$ cat src/rtl/vanilla_scoreboard_latency_tracker.sv
// Scoreboard latency tracker: per-register pending/class/age state, issue-to-retire
// latency, per-class outstanding counts and max latency, protocol-error and timeout flags.

module vanilla_sbt_reg #(
    parameter int cls_w       = 2,
    parameter int age_width_p = 16
) (
    input  logic                   clk_i,
    input  logic                   reset_i,
    input  logic                   set_i,
    input  logic                   clr_i,
    input  logic [cls_w-1:0]       set_class_i,
    output logic                   pending_o,
    output logic [cls_w-1:0]       class_o,
    output logic [age_width_p-1:0] age_o,
    output logic                   pend_nxt_o,
    output logic [cls_w-1:0]       class_nxt_o,
    output logic                   retire_o,
    output logic [age_width_p-1:0] lat_o
);
    logic [age_width_p-1:0] age_nxt;

    // A set wins over a clear to the same register: the old op retires, the new one starts fresh.
    always_comb begin
        pend_nxt_o  = pending_o;
        class_nxt_o = class_o;
        age_nxt     = age_o;
        if (set_i) begin
            pend_nxt_o  = 1'b1;
            class_nxt_o = set_class_i;
            age_nxt     = '0;
        end else if (clr_i) begin
            pend_nxt_o = 1'b0;
            age_nxt    = '0;
        end else if (pending_o && !(&age_o)) begin
            age_nxt = age_o + 1'b1;
        end
    end

    assign retire_o = clr_i && pending_o;
    assign lat_o    = (&age_o) ? age_o : age_o + 1'b1;

    always_ff @(posedge clk_i or posedge reset_i) begin
        if (reset_i) begin
            pending_o <= 1'b0;
            class_o   <= '0;
            age_o     <= '0;
        end else begin
            pending_o <= pend_nxt_o;
            class_o   <= class_nxt_o;
            age_o     <= age_nxt;
        end
    end
endmodule

module vanilla_scoreboard_latency_tracker #(
    parameter int reg_els_p     = 32,
    parameter int num_classes_p = 4,
    parameter int age_width_p   = 16,
    parameter int timeout_p     = 4096,
    parameter int ignore_reg0_p = 1,
    localparam int id_w  = (reg_els_p > 1) ? $clog2(reg_els_p) : 1,
    localparam int cls_w = (num_classes_p > 1) ? $clog2(num_classes_p) : 1,
    localparam int cnt_w = $clog2(reg_els_p + 1)
) (
    input  logic                                        clk_i,
    input  logic                                        reset_i,
    input  logic                                        set_v_i,
    input  logic [id_w-1:0]                             set_id_i,
    input  logic [cls_w-1:0]                            set_class_i,
    input  logic                                        clear_v_i,
    input  logic [id_w-1:0]                             clear_id_i,
    input  logic                                        stats_clear_i,
    output logic [reg_els_p-1:0][num_classes_p-1:0]     pending_o,
    output logic [num_classes_p-1:0][cnt_w-1:0]         outstanding_o,
    output logic [num_classes_p-1:0][age_width_p-1:0]   max_lat_o,
    output logic                                        retire_v_o,
    output logic [cls_w-1:0]                            retire_class_o,
    output logic [age_width_p-1:0]                      retire_lat_o,
    output logic                                        double_set_o,
    output logic                                        spurious_clear_o,
    output logic                                        timeout_o,
    output logic [id_w-1:0]                             timeout_id_o
);
    logic                                     set_ok, clr_ok;
    logic [reg_els_p-1:0]                     set_hit, clr_hit, pending_q, pend_nxt, retire;
    logic [reg_els_p-1:0][cls_w-1:0]          class_q, class_nxt;
    logic [reg_els_p-1:0][age_width_p-1:0]    age_q, lat;
    logic [num_classes_p-1:0][cnt_w-1:0]      out_nxt;
    logic                                     ret_v, dbl, clr_pending;
    logic [cls_w-1:0]                         ret_cls;
    logic [age_width_p-1:0]                   ret_lat;

    assign set_ok = set_v_i && (32'(set_id_i) < reg_els_p) &&
                    !((ignore_reg0_p != 0) && (set_id_i == '0));
    assign clr_ok = clear_v_i && (32'(clear_id_i) < reg_els_p) &&
                    !((ignore_reg0_p != 0) && (clear_id_i == '0));

    for (genvar g = 0; g < reg_els_p; g++) begin : g_reg
        assign set_hit[g] = set_ok && (set_id_i == id_w'(g));
        assign clr_hit[g] = clr_ok && (clear_id_i == id_w'(g));
        vanilla_sbt_reg #(.cls_w(cls_w), .age_width_p(age_width_p)) u_reg (
            .clk_i       (clk_i),
            .reset_i     (reset_i),
            .set_i       (set_hit[g]),
            .clr_i       (clr_hit[g]),
            .set_class_i (set_class_i),
            .pending_o   (pending_q[g]),
            .class_o     (class_q[g]),
            .age_o       (age_q[g]),
            .pend_nxt_o  (pend_nxt[g]),
            .class_nxt_o (class_nxt[g]),
            .retire_o    (retire[g]),
            .lat_o       (lat[g])
        );
    end

    // At most one register matches clear_id, so the retire mux has a single winner.
    always_comb begin
        ret_v       = 1'b0;
        ret_cls     = '0;
        ret_lat     = '0;
        clr_pending = 1'b0;
        dbl         = 1'b0;
        for (int i = 0; i < reg_els_p; i++) begin
            if (retire[i]) begin
                ret_v   = 1'b1;
                ret_cls = class_q[i];
                ret_lat = lat[i];
            end
            if (clr_hit[i]) clr_pending = pending_q[i];
            if (set_hit[i] && pending_q[i] && !clr_hit[i]) dbl = 1'b1;
        end
    end

    always_comb begin
        pending_o = '0;
        out_nxt   = '0;
        for (int i = 0; i < reg_els_p; i++) begin
            for (int c = 0; c < num_classes_p; c++) begin
                pending_o[i][c] = pending_q[i] && (class_q[i] == cls_w'(c));
                if (pend_nxt[i] && (class_nxt[i] == cls_w'(c)))
                    out_nxt[c] = out_nxt[c] + cnt_w'(1);
            end
        end
    end

    // Scan downward so the lowest timed-out index is the one left standing.
    always_comb begin
        timeout_o    = 1'b0;
        timeout_id_o = '0;
        for (int i = reg_els_p - 1; i >= 0; i--) begin
            if (pending_q[i] && (age_q[i] >= age_width_p'(timeout_p))) begin
                timeout_o    = 1'b1;
                timeout_id_o = id_w'(i);
            end
        end
    end

    always_ff @(posedge clk_i or posedge reset_i) begin
        if (reset_i) begin
            outstanding_o    <= '0;
            max_lat_o        <= '0;
            retire_v_o       <= 1'b0;
            retire_class_o   <= '0;
            retire_lat_o     <= '0;
            double_set_o     <= 1'b0;
            spurious_clear_o <= 1'b0;
        end else begin
            outstanding_o    <= out_nxt;
            retire_v_o       <= ret_v;
            retire_class_o   <= ret_cls;
            retire_lat_o     <= ret_lat;
            double_set_o     <= dbl;
            spurious_clear_o <= clr_ok && !clr_pending;
            for (int c = 0; c < num_classes_p; c++) begin
                if (stats_clear_i)
                    max_lat_o[c] <= (ret_v && ret_cls == cls_w'(c)) ? ret_lat : '0;
                else if (ret_v && ret_cls == cls_w'(c) && ret_lat > max_lat_o[c])
                    max_lat_o[c] <= ret_lat;
            end
        end
    end
endmodule

$ cat config.mk
export PLATFORM = sky130hd
export DESIGN_NAME = vanilla_scoreboard_latency_tracker
export DESIGN_NICKNAME = d
export VERILOG_FILES = /design/src/rtl/vanilla_scoreboard_latency_tracker.sv
export SDC_FILE = /design/constraint.sdc
export NUM_CORES = 2
export LEC_CHECK = 0
export ABC_AREA = 1
export BUFFER_PORTS_ARGS = -buffer_cell sky130_fd_sc_hd__clkbuf_2
export CELL_PAD_IN_SITES_DETAIL_PLACEMENT = 1
export CELL_PAD_IN_SITES_GLOBAL_PLACEMENT = 1
export CORE_MARGIN = 2
export CORE_UTILIZATION = 45
export DETAILED_ROUTE_END_ITERATION = 6
export PLACE_DENSITY = 0.9
export SLEW_MARGIN = 30
export SYNTH_ARGS = -nofsm -noshare
export SYNTH_HDL_FRONTEND = slang
export SYNTH_SLANG_ARGS = --single-unit
$ cat constraint.sdc
create_clock -name clk_i -period 25.6 [get_ports clk_i]
set_clock_uncertainty 0.15 [all_clocks]
set_input_delay 2.56 -clock clk_i [delete_from_list [all_inputs] [get_ports clk_i]]
set_output_delay 2.56 -clock clk_i [all_outputs]
set_load 0.02 [all_outputs]
# Word level (Yosys, flattened, before mapping)
# Index checks and enable logic that the tools add are counted.
# classes
shift,0
n_bitwise,0
n_eq_ne,257
div,0
n_mul,0
n_lt_le_gt_ge,36
reduce_logical,693
add_sub_neg,156
muxes,588
# op_table
operator,n
$mux W16,172
$add A6 B1 Y6 const B,124
$mux W6,124
$add A16 B1 Y16 const B,32
$ge A16 B13 Y1 const B,32
$reduce_and A16 Y1,32
$logic_and A1 B1 Y1,491
$eq A2 B2 Y1 const B,130
$mux W1,196
$eq A5 B5 Y1 const B,32
$mux W5,32
$eq A2 B1 Y1 const B,65
$logic_not A2 Y1,65
$mux W2,64
$reduce_bool A3 Y1,32
$eq A5 B4 Y1 const B,16
$logic_not A1 Y1,67
$gt A16 B16 Y1,4
$eq A5 B3 Y1 const B,8
$eq A5 B2 Y1 const B,4
$eq A5 B1 Y1 const B,2
$logic_not A5 Y1,2
$reduce_bool A2 Y1,4
# totals
latchBits,0
input_bits,17
register_bits,717
wordCells,1839
ram_bits,0
rom_bits,0
output_inout_bits,243
n_memories,0

# Longest topological paths before layout
# depth
ltp_word,70
depth_mapped,109
mapped_depth_nobuf,109

# Modules after synthesis
# A second synthesis with hierarchy kept.
# hier_totals
cells_unflattened,12946
area_unflattened_um2,78026.1
# by_module_without_submodules
module,area_each_um2,seq_area_each_um2,instances,cells_each
vanilla_sbt_reg,1378.8,475.5,32,212
vanilla_scoreboard_latency_tracker,33903.8,2727.6,1,6162

# Worst setup path before layout
# OpenSTA, ideal clock, no wires.
# synth_path
kind,input to register
start,input port set_v_i
end,register outstanding_o[22] (netlist bit)
arrival_time_ps,16693
setup_slack_ps,8635
setup_ps,122
t_required_ps,25328
n_path_buf,1
cell_stages,100
path_cell_list,inv_2 -> nor2_4 -> buf_6 -> nand2_1 -> nand2_1 -> nand2_2 -> nor2_1 -> nand2_1 -> inv_1 -> ha_1 -> inv_1 -> nand2_2 -> nand2_4 -> inv_1 -> ha_1 -> or2_1 -> nand2_1 -> inv_1 -> (+64 left out) -> inv_1 -> xor2_1 -> o21ai_1 -> ha_1 -> or2_2 -> and2_1 -> ha_1 -> nand2_1 -> nand2_1 -> ha_1 -> inv_1 -> nand2_1 -> o21ai_0 -> inv_1 -> ha_1 -> nand2_1 -> nor3_2 -> xnor2_1
# synth_lines
element,line_no,rtl
start: declaration,68,"input logic set_v_i,"
end signal: assignment,170,outstanding_o <= out_nxt;
end: declaration,75,"output logic [num_classes_p-1:0][cnt_w-1:0] outstanding_o,"

==> reports/summary.txt <==
Psw: 0.00381 W
number of library cell types mapped by synthesis: 74
dpl cells: 12119
number of port buffers: 259
crit path launch type: primary input
Worst Path Arrival: 19490 ps
pwr/cell area: 100 nW/um2
CTS sink count: 717
Hold Path Class: register to register
Reg power frac: 22.7%
minimum clock period: 19020 ps
Synth area leader: dfrtp_1
hold depth: 0
initial antenna violation count: 14
hold_buf cts: 0
Syn. warnings: 0
leak pwr: 35.7 nW
worst-path fanout max: 6
switching part of the total: 51.8%
Syn Inst Count: 10004
Final TNS setup: 0 ps
Worst Setup SP: clear_id_i[0]
Final Worst Setup Slack: 6580 ps
reg-to-reg critical path endpoint: outstanding_o[22]$_DFF_PP0_
number of global-route vias before repair: 73337
pre-CTS setup slack: 6110 ps
sequential area share after synthesis: 26.9%
status: finished, final reports clean
Overall Power: 0.00736 W
Crit Path Category: primary input to register
TritonCTS Buffers: 89
Worst setup EP type: register
clock latency on the worst-skew pair: 750 ps
ys async rst share: 100%
row count: 141
cell-internal power: 0.00354 W
Clock Path Buffers: 3
Routed wire per std cell: 20.3 um
Setup violations, final: 0
Non-Filler Instances: 12280
Slew Limit Fails: 0
pin count of the biggest net entering global routing: 154
Syn Nets: 10273
most used cell, CP: nand2_1
Die Area: 151000 um2
first-pass GRT wire length: 397 mm
HP Start: g_reg[0].u_reg.pending_o$_DFF_PP0_
post_cts resized: 0
Final ANT Viol Nets: 0
Comb pwr share: 59.1%
grt ovf: 0
R2R setup slack: 8730 ps
Max VDD drop: 0.0000597 V
syn_area_per_cell: 6.67 um2
Max-cap violations: 0
final layout net count: 10549
top post-synthesis cells by area: dfrtp_1 (27%), nand2_1 (12%), inv_1 (10%)
most frequent cells after synthesis: nand2_1 (2064), inv_1 (1785), nand3_1 (996)
Initial DRC Count: 5658
ys flop type: dfrtp_1
H-tree levels: 3
Clock Pin Slew Worst Setup and Hold Paths: 60 ps
routed wire length: 250 mm
area fraction of the dominant cell type after synthesis: 26.9%
Core ar.: 147000 um2
slowest cell on the critical path: nor2_1
CTS tree: done
FF+latch count, synth: 717
period utilisation layout: 74.3%
share of cells above drive strength 1: 13.6%
final hold viol count: 0
die width: 389 um
maximum clock frequency: 0.0526 GHz
Worst Reg2Reg Path Length in Cells: 92
DRC violations left: 0
die height: 389 um
Post CTS Setup Buffer Count: 0
DP HPWL: 202 mm
vias per cell: 5.76
clock power share: 18.2%
worst r2r src: g_reg[0].u_reg.pending_o$_DFF_PP0_
transition time of the tightest slew-check pin: 1100 ps
critical path data required time: 26060 ps
RSZ-0062 raised after global routing: no
worst stage delay on the critical path: 380 ps
final core utilization: 49.8%
Relative slew margins: 26.0%
TritonRoute pass-1 iters: 6
most frequent cell after synthesis: nand2_1
routability cong.: 1.02
area growth from synthesis to layout: 10.0%
clock root cell: clkbuf_16
EDFF count, synth: 0
routed vias: 70779
GRT Total Usage: 32.4%
Cell Area, Synth: 66800 um2
Hold EP: g_reg[0].u_reg.pending_o$_DFF_PP0_
I/O pin cnt: 260
Initial Util: 45.3%
[worst max-delay path: cells and delay by family]
family	cells	cell delay (ps)
AO/OA/AOI/OAI	14	1840
AND/OR/NAND/NOR	61	8640
buffers and inverters	11	830
XOR/XNOR	5	900
adder cells (fa/ha/maj)	17	4720
[metrics by stage]
| stage | instance area (um2) | hold WS [ps] |
|---|---|---|
| after CTS | 73400 | 235 |
| after global placement | 70300 | 222 |
| after global routing | 73500 | 237 |
| after floorplan | 66800 | 287 |
| final | 73500 | 235 |
| after detailed placement | 70400 | 224 |
[power by group through the flow]
stage / Combinational, W / Sequential [W] / Clock (W)
floorplan: 0.00320 / 0.00162 / 0
global placement: 0.00400 / 0.00166 / 0
detailed placement: 0.00427 / 0.00168 / 0
CTS: 0.00432 / 0.00166 / 0.00135
global route: 0.00488 / 0.00170 / 0.00139
finish: 0.00434 / 0.00167 / 0.00134
[kinds of logic after synthesis]
logic type                 count (synthesis)  synth area share, %
xor gates and xnor gates                 401                 5.26
and+or+nand+nor                         5235                 39.1
adders and majority gates                252                 4.72
buffers and inverters                   2018                 11.4
AOI/OAI and AO/OA                       1381                 12.6
DFF                                      717                 26.9
[flip-flops by register name, indices dropped and copies added (netlist names)]
| signal | flops |
|---|---|
| g.u_reg.age_o | 512 |
| retire_v_o | 1 |
| double_set_o | 1 |
| spurious_clear_o | 1 |
| g.u_reg.pending_o | 32 |
| retire_lat_o | 16 |
| retire_class_o | 2 |
| max_lat_o | 64 |
| outstanding_o | 24 |
| g.u_reg.class_o | 64 |
[cell type report]
class / instances / area (um2)
tap: 1930 / 2410
clock buffer: 130 / 2620
antenna: 4 / 10.0
fill: 19683 / 74000
clock inverter: 27 / 428
sequential: 717 / 17900
multi-input combinational: 7269 / 41200
timing repair buffer: 295 / 1620
inverter: 1908 / 7200
[worst max path at each step]
stage                                  endpoint  cells past startpoint  slack (ps)
global placement    outstanding_o[23]$_DFF_PP0_                    103        6980
finish              outstanding_o[17]$_DFF_PP0_                    108        6580
detailed placement  outstanding_o[17]$_DFF_PP0_                    107        6110
CTS                 outstanding_o[17]$_DFF_PP0_                    107        6790
global route        outstanding_o[17]$_DFF_PP0_                    108        5240
floorplan                double_set_o$_DFF_PP0_                      1        2780
[cells in the final DEF (no fill, tap or decap), types with 18 or more instances in the layout]
| master | count |
|---|---|
| a21oi_1 | 183 |
| a31oi_1 | 80 |
| buf_4 | 33 |
| clkbuf_1 | 18 |
| clkbuf_16 | 90 |
| clkbuf_2 | 259 |
| clkbuf_8 | 22 |
| clkinv_1 | 20 |
| dfrtp_1 | 717 |
| ha_1 | 252 |
| inv_1 | 1784 |
| inv_2 | 94 |
| nand2_1 | 2064 |
| nand2_2 | 310 |
| nand2_4 | 133 |
| nand3_1 | 996 |
| nand3_2 | 216 |
| nand3_4 | 28 |
| nand3b_1 | 59 |
| nand4_1 | 99 |
| nor2_1 | 820 |
| nor2_2 | 34 |
| nor3_1 | 307 |
| nor3_2 | 32 |
| nor4_1 | 32 |
| o211ai_1 | 50 |
| o21ai_0 | 440 |
| o21ai_1 | 51 |
| o22ai_1 | 389 |
| o311ai_0 | 23 |
| o31ai_1 | 18 |
| o41ai_1 | 30 |
| or2_2 | 46 |
| xnor2_1 | 48 |
| xor2_1 | 353 |
[per-layer routing]
metal  wire [um]  vias up  GRT usage (%)
li1            -    33211              -
met1      106000    34958           41.6
met3       15300      580           4.73
met4       12700       16           14.6
met5         191        -          0.542
met2      115000     2014           53.7
(Power assumes the default switching activity.)
